--- config.mk ---
export PLATFORM = sky130hd
export DESIGN_NAME = bishift_seq_8
export DESIGN_NICKNAME = d
export VERILOG_FILES = /design/src/rtl/bishift_seq_8.sv
export SDC_FILE = /design/constraint.sdc
export NUM_CORES = 1
export LEC_CHECK = 0
export ABC_AREA = 0
export CORE_MARGIN = 5
export CORE_UTILIZATION = 50
export DETAILED_ROUTE_END_ITERATION = 6
export GPL_ROUTABILITY_DRIVEN = 0
export GPL_TIMING_DRIVEN = 0
export PLACE_DENSITY = 0.77
export SYNTH_ARGS = -nofsm -noshare
export SYNTH_HDL_FRONTEND = slang
export SYNTH_SLANG_ARGS = --single-unit
--- constraint.sdc ---
create_clock -name clk -period 2.01 [get_ports clk]
set_clock_uncertainty 0.1 [all_clocks]
set_input_delay 0.402 -clock clk [delete_from_list [all_inputs] [get_ports clk]]
set_output_delay 0.402 -clock clk [all_outputs]
set_load 0.02 [all_outputs]
--- src/rtl/bishift_seq_8.sv ---
// Handshaked multi-cycle logical shifter. Applies one power-of-two stage per clock,
// so every request has the same SEL_W-cycle latency regardless of shift amount.
module bishift_seq_8 #(
  parameter int WIDTH = 8,
  parameter int SEL_W = 3
) (
  input  logic             clk,
  input  logic             rst,
  input  logic             in_valid,
  output logic             in_ready,
  input  logic [WIDTH-1:0] data,
  input  logic [SEL_W-1:0] s_sel,
  input  logic             right,
  output logic             out_valid,
  input  logic             out_ready,
  output logic [WIDTH-1:0] out,
  output logic             busy
);

  localparam int CNT_W = (SEL_W > 1) ? $clog2(SEL_W) : 1;
  localparam logic [CNT_W-1:0] LAST_STAGE = CNT_W'(SEL_W - 1);

  typedef enum logic [1:0] {
    IDLE  = 2'd0,
    SHIFT = 2'd1,
    DONE  = 2'd2
  } state_t;

  state_t           state;
  state_t           state_next;
  logic [WIDTH-1:0] acc;
  logic [WIDTH-1:0] stage_res;
  logic [SEL_W-1:0] sel;
  logic             dir;
  logic [CNT_W-1:0] cnt;
  logic             accept;
  logic             last_stage;

  // Accept depends on state only, never on out_ready, so in_ready stays a clean flop decode.
  assign accept     = (state == IDLE) && in_valid;
  assign last_stage = (cnt == LAST_STAGE);

  // State register
  always_ff @(posedge clk) begin
    // NOTE: sequential state uses non-blocking assignments so every flop samples pre-edge values.
    if (rst) begin
      state <= IDLE;
    end else begin
      state <= state_next;
    end
  end

  // Next-state logic
  always_comb begin
    // NOTE: default assignment first so no path leaves state_next unassigned (no latch).
    state_next = state;
    unique case (state)
      IDLE:    if (accept)                 state_next = SHIFT;
      SHIFT:   if (last_stage)             state_next = DONE;
      DONE:    if (out_ready)              state_next = IDLE;
      default:                             state_next = IDLE;
    endcase
  end

  // Output decode
  always_comb begin
    in_ready  = 1'b0;
    out_valid = 1'b0;
    busy      = 1'b1;
    unique case (state)
      IDLE: begin
        in_ready = 1'b1;
        busy     = 1'b0;
      end
      SHIFT: ;
      DONE:  out_valid = 1'b1;
      default: begin
        busy = 1'b0;
      end
    endcase
  end

  // Stage cnt shifts by 2**cnt when its select bit is set; otherwise the operand passes through.
  always_comb begin
    stage_res = acc;
    if (sel[cnt]) begin
      stage_res = dir ? (acc >> (1 << cnt)) : (acc << (1 << cnt));
    end
  end

  // Datapath: operands are captured only on accept, result is latched on the final stage.
  always_ff @(posedge clk) begin
    if (rst) begin
      acc <= '0;
      sel <= '0;
      dir <= 1'b0;
      cnt <= '0;
      out <= '0;
    end else begin
      unique case (state)
        IDLE: begin
          if (accept) begin
            acc <= data;
            sel <= s_sel;
            dir <= right;
            cnt <= '0;
          end
        end
        SHIFT: begin
          acc <= stage_res;
          if (last_stage) begin
            cnt <= '0;
            out <= stage_res;
          end else begin
            cnt <= cnt + 1'b1;
          end
        end
        default: ;
      endcase
    end
  end

endmodule

=== Yosys cells after proc, flatten, opt, wreduce, memory -nomap -nowiden ===
Index checks and enable logic that the tools add are counted.

* Add/sub/neg operators: 1
* Order comparisons: 1
* Equality and inequality tests: 6
* Shifts and indexed selects: 3
* Multiplexer cells: 16
* Reductions and logical operators: 8

{| class="wikitable"
|+ Operator list
! operator !! number
|-
| $shl A1 B2 Y32 const A || 1
|-
| $shl A8 B32 Y8 || 1
|-
| $shr A8 B32 Y8 || 1
|-
| $mux W8 || 3
|-
| $pmux W8 S2 || 1
|-
| $mux W2 || 5
|-
| $ne A2 B2 Y1 const B || 3
|-
| $pmux W2 S3 || 1
|-
| $reduce_and A2 Y1 || 3
|-
| $eq A2 B2 Y1 const B || 2
|-
| $mux W1 || 4
|-
| $pmux W2 S2 || 1
|-
| $lt A2 B3 Y1 const B || 1
|-
| $reduce_and A3 Y1 || 1
|-
| $add A2 B1 Y2 const B || 1
|-
| $bmux W1 S2 || 1
|-
| $eq A2 B1 Y1 const B || 1
|-
| $logic_not A2 Y1 || 1
|-
| $reduce_bool A2 Y1 || 1
|-
| $reduce_or A2 Y1 || 1
|-
| $logic_and A1 B1 Y1 || 1
|}

* Register bits: 24
* Bits of input ports: 16
* Output and inout bits: 11

=== Depth between registers and ports, before layout ===
* Word-level depth: 5
* Gate-level depth with buffers: 7
* Mapped depth without buffers: 6

=== Worst setup path before layout ===
No wires, ideal clock.

* Kind: register to register
* Start point: reg state[0]
* End point: reg state[0]
* Library setup time: 117 ps
* Data arrival time: 1613 ps
* Required time: 1793 ps
* Slack: 180 ps
* Stages on the path, launching flop included: 7
* Buffers on the path: 1
* Clock period less this slack: 1830 ps
* Path through: dfxtp_1 inv_1 ha_1 buf_6 a222oi_1 mux2i_1 nor2_1

* Word-level cells in the longest chain between the ends: 4

{| class="wikitable"
|+ RTL lines
! element !! line !! text
|-
| from (decl) || 29 || <nowiki>state_t state;</nowiki>
|-
| from (signal assigned) || 49 || <nowiki>state <= state_next;</nowiki>
|-
| $logic_not A2 Y1 || 40, 57 ||
|-
| $logic_and A1 B1 Y1 || 40 || <nowiki>assign accept = (state == IDLE) && in_valid;</nowiki>
|-
| $ne A2 B2 Y1 (no source line) || -- ||
|-
| $reduce_and A3 Y1 (no source line) || -- ||
|}

Several ways; a longest one is shown, not always the timed one.
A chain may end at the register's enable or synchronous reset.

=== Worst setup path in the final report ===
* Start point: reg state[1]
* End point: reg acc[0]

* Word-level cells in the longest chain between the ends: 4

{| class="wikitable"
|+ RTL lines
! element !! line !! text
|-
| $logic_not A2 Y1 || 40, 100 ||
|-
| $logic_and A1 B1 Y1 || 40 ||
|-
| $ne A2 B2 Y1 (no source line) || -- ||
|-
| $reduce_and A2 Y1 (no source line) || -- ||
|-
| to (signal assigned) || 103 || <nowiki>acc <= data;</nowiki>
|-
| to (signal assigned) || 110 || <nowiki>acc <= stage_res;</nowiki>
|-
| to (decl) || 31 || <nowiki>logic [WIDTH-1:0] acc;</nowiki>
|}

Several ways; a longest one is shown, not always the timed one.

==> flow_metrics.py <==
metrics = {
    "die": {
        "die-area_um2": 4170,
        "dieHeight_um": 64.5,
        "start_util": 0.530,
        "io_pins": 27,
        "num_rows": 19,
        "core_area_um2": 2810,
        "die_w_um": 64.5,
    },
    "placement": {
        "dpl-instance-area_um2": 1790,
        "hpwl_mm": 2.99,
        "place_ws_ns": -0.229,
        "io_buffers": 26,
    },
    "power": {
        "power_frac_clock": 0.183,
        "leakagePower_nw": 0.676,
        "swShare": 0.417,
        "p_int_mw": 1.17,
        "peakVddDrop_uv": 691,
        "p_per_area_nw_per_um2": 1090,
        "power_frac_seq": 0.341,
        "pwr-share-comb": 0.476,
        "power.switching_mw": 0.837,
    },
    "yosys": {
        "synth-main-ff-cell": "dfxtp_1",
        "synthCells": 183,
        "postSynth.asyncResetShare": 0,
        "synth_warnings": 0,
        "synth_enable_flop_cells": 0,
        "syn_area_um2": 1490,
        "syn-mean-instance-area_um2": 8.13,
        "yosysSeqAreaShare": 0.323,
        "synth_seq_cells": 24,
        "synth_nets": 204,
        "yosysUniqueCellTypes": 41,
    },
    "finish": {
        "syn2layout_area_growth_pct": 24.3,
        "num-fill-cells": 246,
        "post-route-util": 0.659,
        "final_nets": 235,
        "final_common_cell": "nand2_1",
        "finish.instance_area_um2": 1850,
        "antenna_cells": 0,
        "drive_above_1_share": 0.122,
        "layout_common_cells": "nand2_1, dfxtp_1, clkdlybuf4s50_1",
    },
    "clock_network": {
        "cts_buffers": 3,
        "clk_pin_slew_ns": 0.14,
        "clk_path_buf_depth": 2,
        "cts_num_sinks": 24,
        "post-cts-setup-buffer-count": 0,
        "clock-root-buffer": "clkbuf_4",
        "holdBufCountCts": 0,
        "post_cts_resize_count": 4,
        "insertion_delay_ns": 0.33,
        "cts_tree": "done",
        "cts_max_level": 1,
    },
    "worst_setup_path": {
        "cp.required_ns": 2.15,
        "crit_start": "state[1]",
        "crit_type": "reg -> reg",
        "cp-end-kind": "flop",
        "r2r_slack_ns": -0.01,
        "r2r-start": "state[1]",
        "r2r_cells": 7,
        "arrival_ns": 2.16,
        "critPathMaxFanout": 8,
        "regToRegEndpoint": "acc[0]",
        "cp-endpoint": "acc[0]",
        "startpoint_type": "flop",
    },
    "global_routing": {
        "grt_usage": 0.203,
        "antenna_found_initial": 0,
        "grt_pass1_vias": 1453,
        "grt_max_degree": 15,
        "grt_overflow": 0,
        "grt_first_pass_wirelength_mm": 6.76,
    },
    "routing": {
        "via_per_inst": 6.14,
        "ant_nets": 0,
        "vias": 1498,
        "wl_mm": 3.98,
        "drtIter0Drc": 113,
        "wl_per_cell_um": 16.3,
        "drt-pass1-iter-count": 4,
        "drc_errors": 0,
    },
    "timing": {
        "setup_viol_count_final": 2,
        "slew_violations": 0,
        "tightest_slew_ns": 0.752,
        "post-route-min-period_ns": 2.02,
        "max_freq_mhz": 494,
        "hold_violations": 0,
        "rsz0062_at_grt": "true",
        "slew_headroom": 0.496,
        "setup_ws_ns": -0.0142,
        "period_share": 1.01,
        "hold_ws_ns": 0.352,
    },
    "run": {
        "max_cap_viol_count": 0,
    },
    "outcome": {
        "violations": "negative setup slack",
        "outcome": "finished with violations",
    },
    "worst_hold_path": {
        "hold_class": "reg -> reg",
    },
}
==> worst min path at each step <==
stage	slack, ns	cells after the start	end	from
floorplan	0.34	2	sel[1]	sel[1]
global placement	0.34	2	out[1]	out[1]
detailed placement	0.34	2	out[1]	out[1]
CTS	0.36	2	out[1]	out[1]
global route	0.37	2	out[1]	out[1]
finish	0.35	2	out[1]	out[1]
==> cell type report <==
class / count / area [um^2] / share of cell area
flip-flops and latches: 24 / 482 / 0.260
repair buffers: 26 / 256 / 0.139
plain buffers: 9 / 65.1 / 0.0352
multi-input cells: 136 / 902 / 0.488
inverters: 14 / 52.6 / 0.0284
clock buffers: 3 / 22.5 / 0.0122
clock inverters: 1 / 30.0 / 0.0162
well taps: 31 / 38.8 / 0.0210
==> synth_stat cells (3+ instances only) <==
cell type	n	area [um^2]
o21ai_0	8	40.0
nand2b_1	6	37.5
ha_1	5	62.6
nor2_1	12	45.0
and3_1	3	18.8
nand3b_1	3	22.5
nor3_1	7	35.0
buf_2	4	20.0
dfxtp_1	24	480
a21oi_1	9	45.0
o21ai_1	4	20.0
o221ai_1	6	52.6
inv_1	12	45.0
mux2i_1	12	120
a211oi_1	3	22.5
nand2_1	27	101
buf_6	3	33.8
nand3_1	5	25.0
==> registers in the layout, summed over array words and instances, names as in the netlist <==
name / cells
cnt: 2
acc: 8
sel: 3
state: 2
dir: 1
out: 8
==> critical path, stage by stage (launching register included) <==
cell and delay, ns:
dfxtp_1 0.35, inv_1 0.12, ha_1 0.16, buf_4 0.15
inv_1 0.10, a2111oi_2 0.52, nor2_1 0.13, o221a_2 0.29
==> per-stage QoR <==
step	total power, mW	setup TNS, ns	instances
6_report	2.01	-0.0168	244
2_1_floorplan	1.36	0	183
5_1_grt	2.13	-0.339	244
3_3_place_gp	1.59	-1.01	240
4_1_cts	1.98	0	244
3_5_place_dp	1.64	-1.34	240
==> logic make-up after synthesis <==
family          count (synthesis)  synth area share
flops                          24             0.323
buf+inv                        23            0.0791
fa+ha+maj                       5            0.0421
simple gates                   69             0.224
mux                            12            0.0807
compound gates                 50             0.251
==> power groups by stage <==
stage | combinational [mW] | clock [mW] | sequential [mW]
finish | 0.956 | 0.368 | 0.684
global route | 1.04 | 0.392 | 0.695
CTS | 0.938 | 0.367 | 0.675
detailed placement | 0.950 | 0 | 0.686
global placement | 0.913 | 0 | 0.681
floorplan | 0.716 | 0 | 0.644
==> routing by layer <==
metal  vias up  share of wire  wire length, um  GRT usage
met5         -              0                0          0
met4         0          0.022               89     0.0818
met3        12          0.078              311     0.0311
met2        74           0.49             1930      0.343
met1       691           0.41             1650      0.260
li1        721              -                -          -
Note: power is estimated with default switching activity, not from simulation.
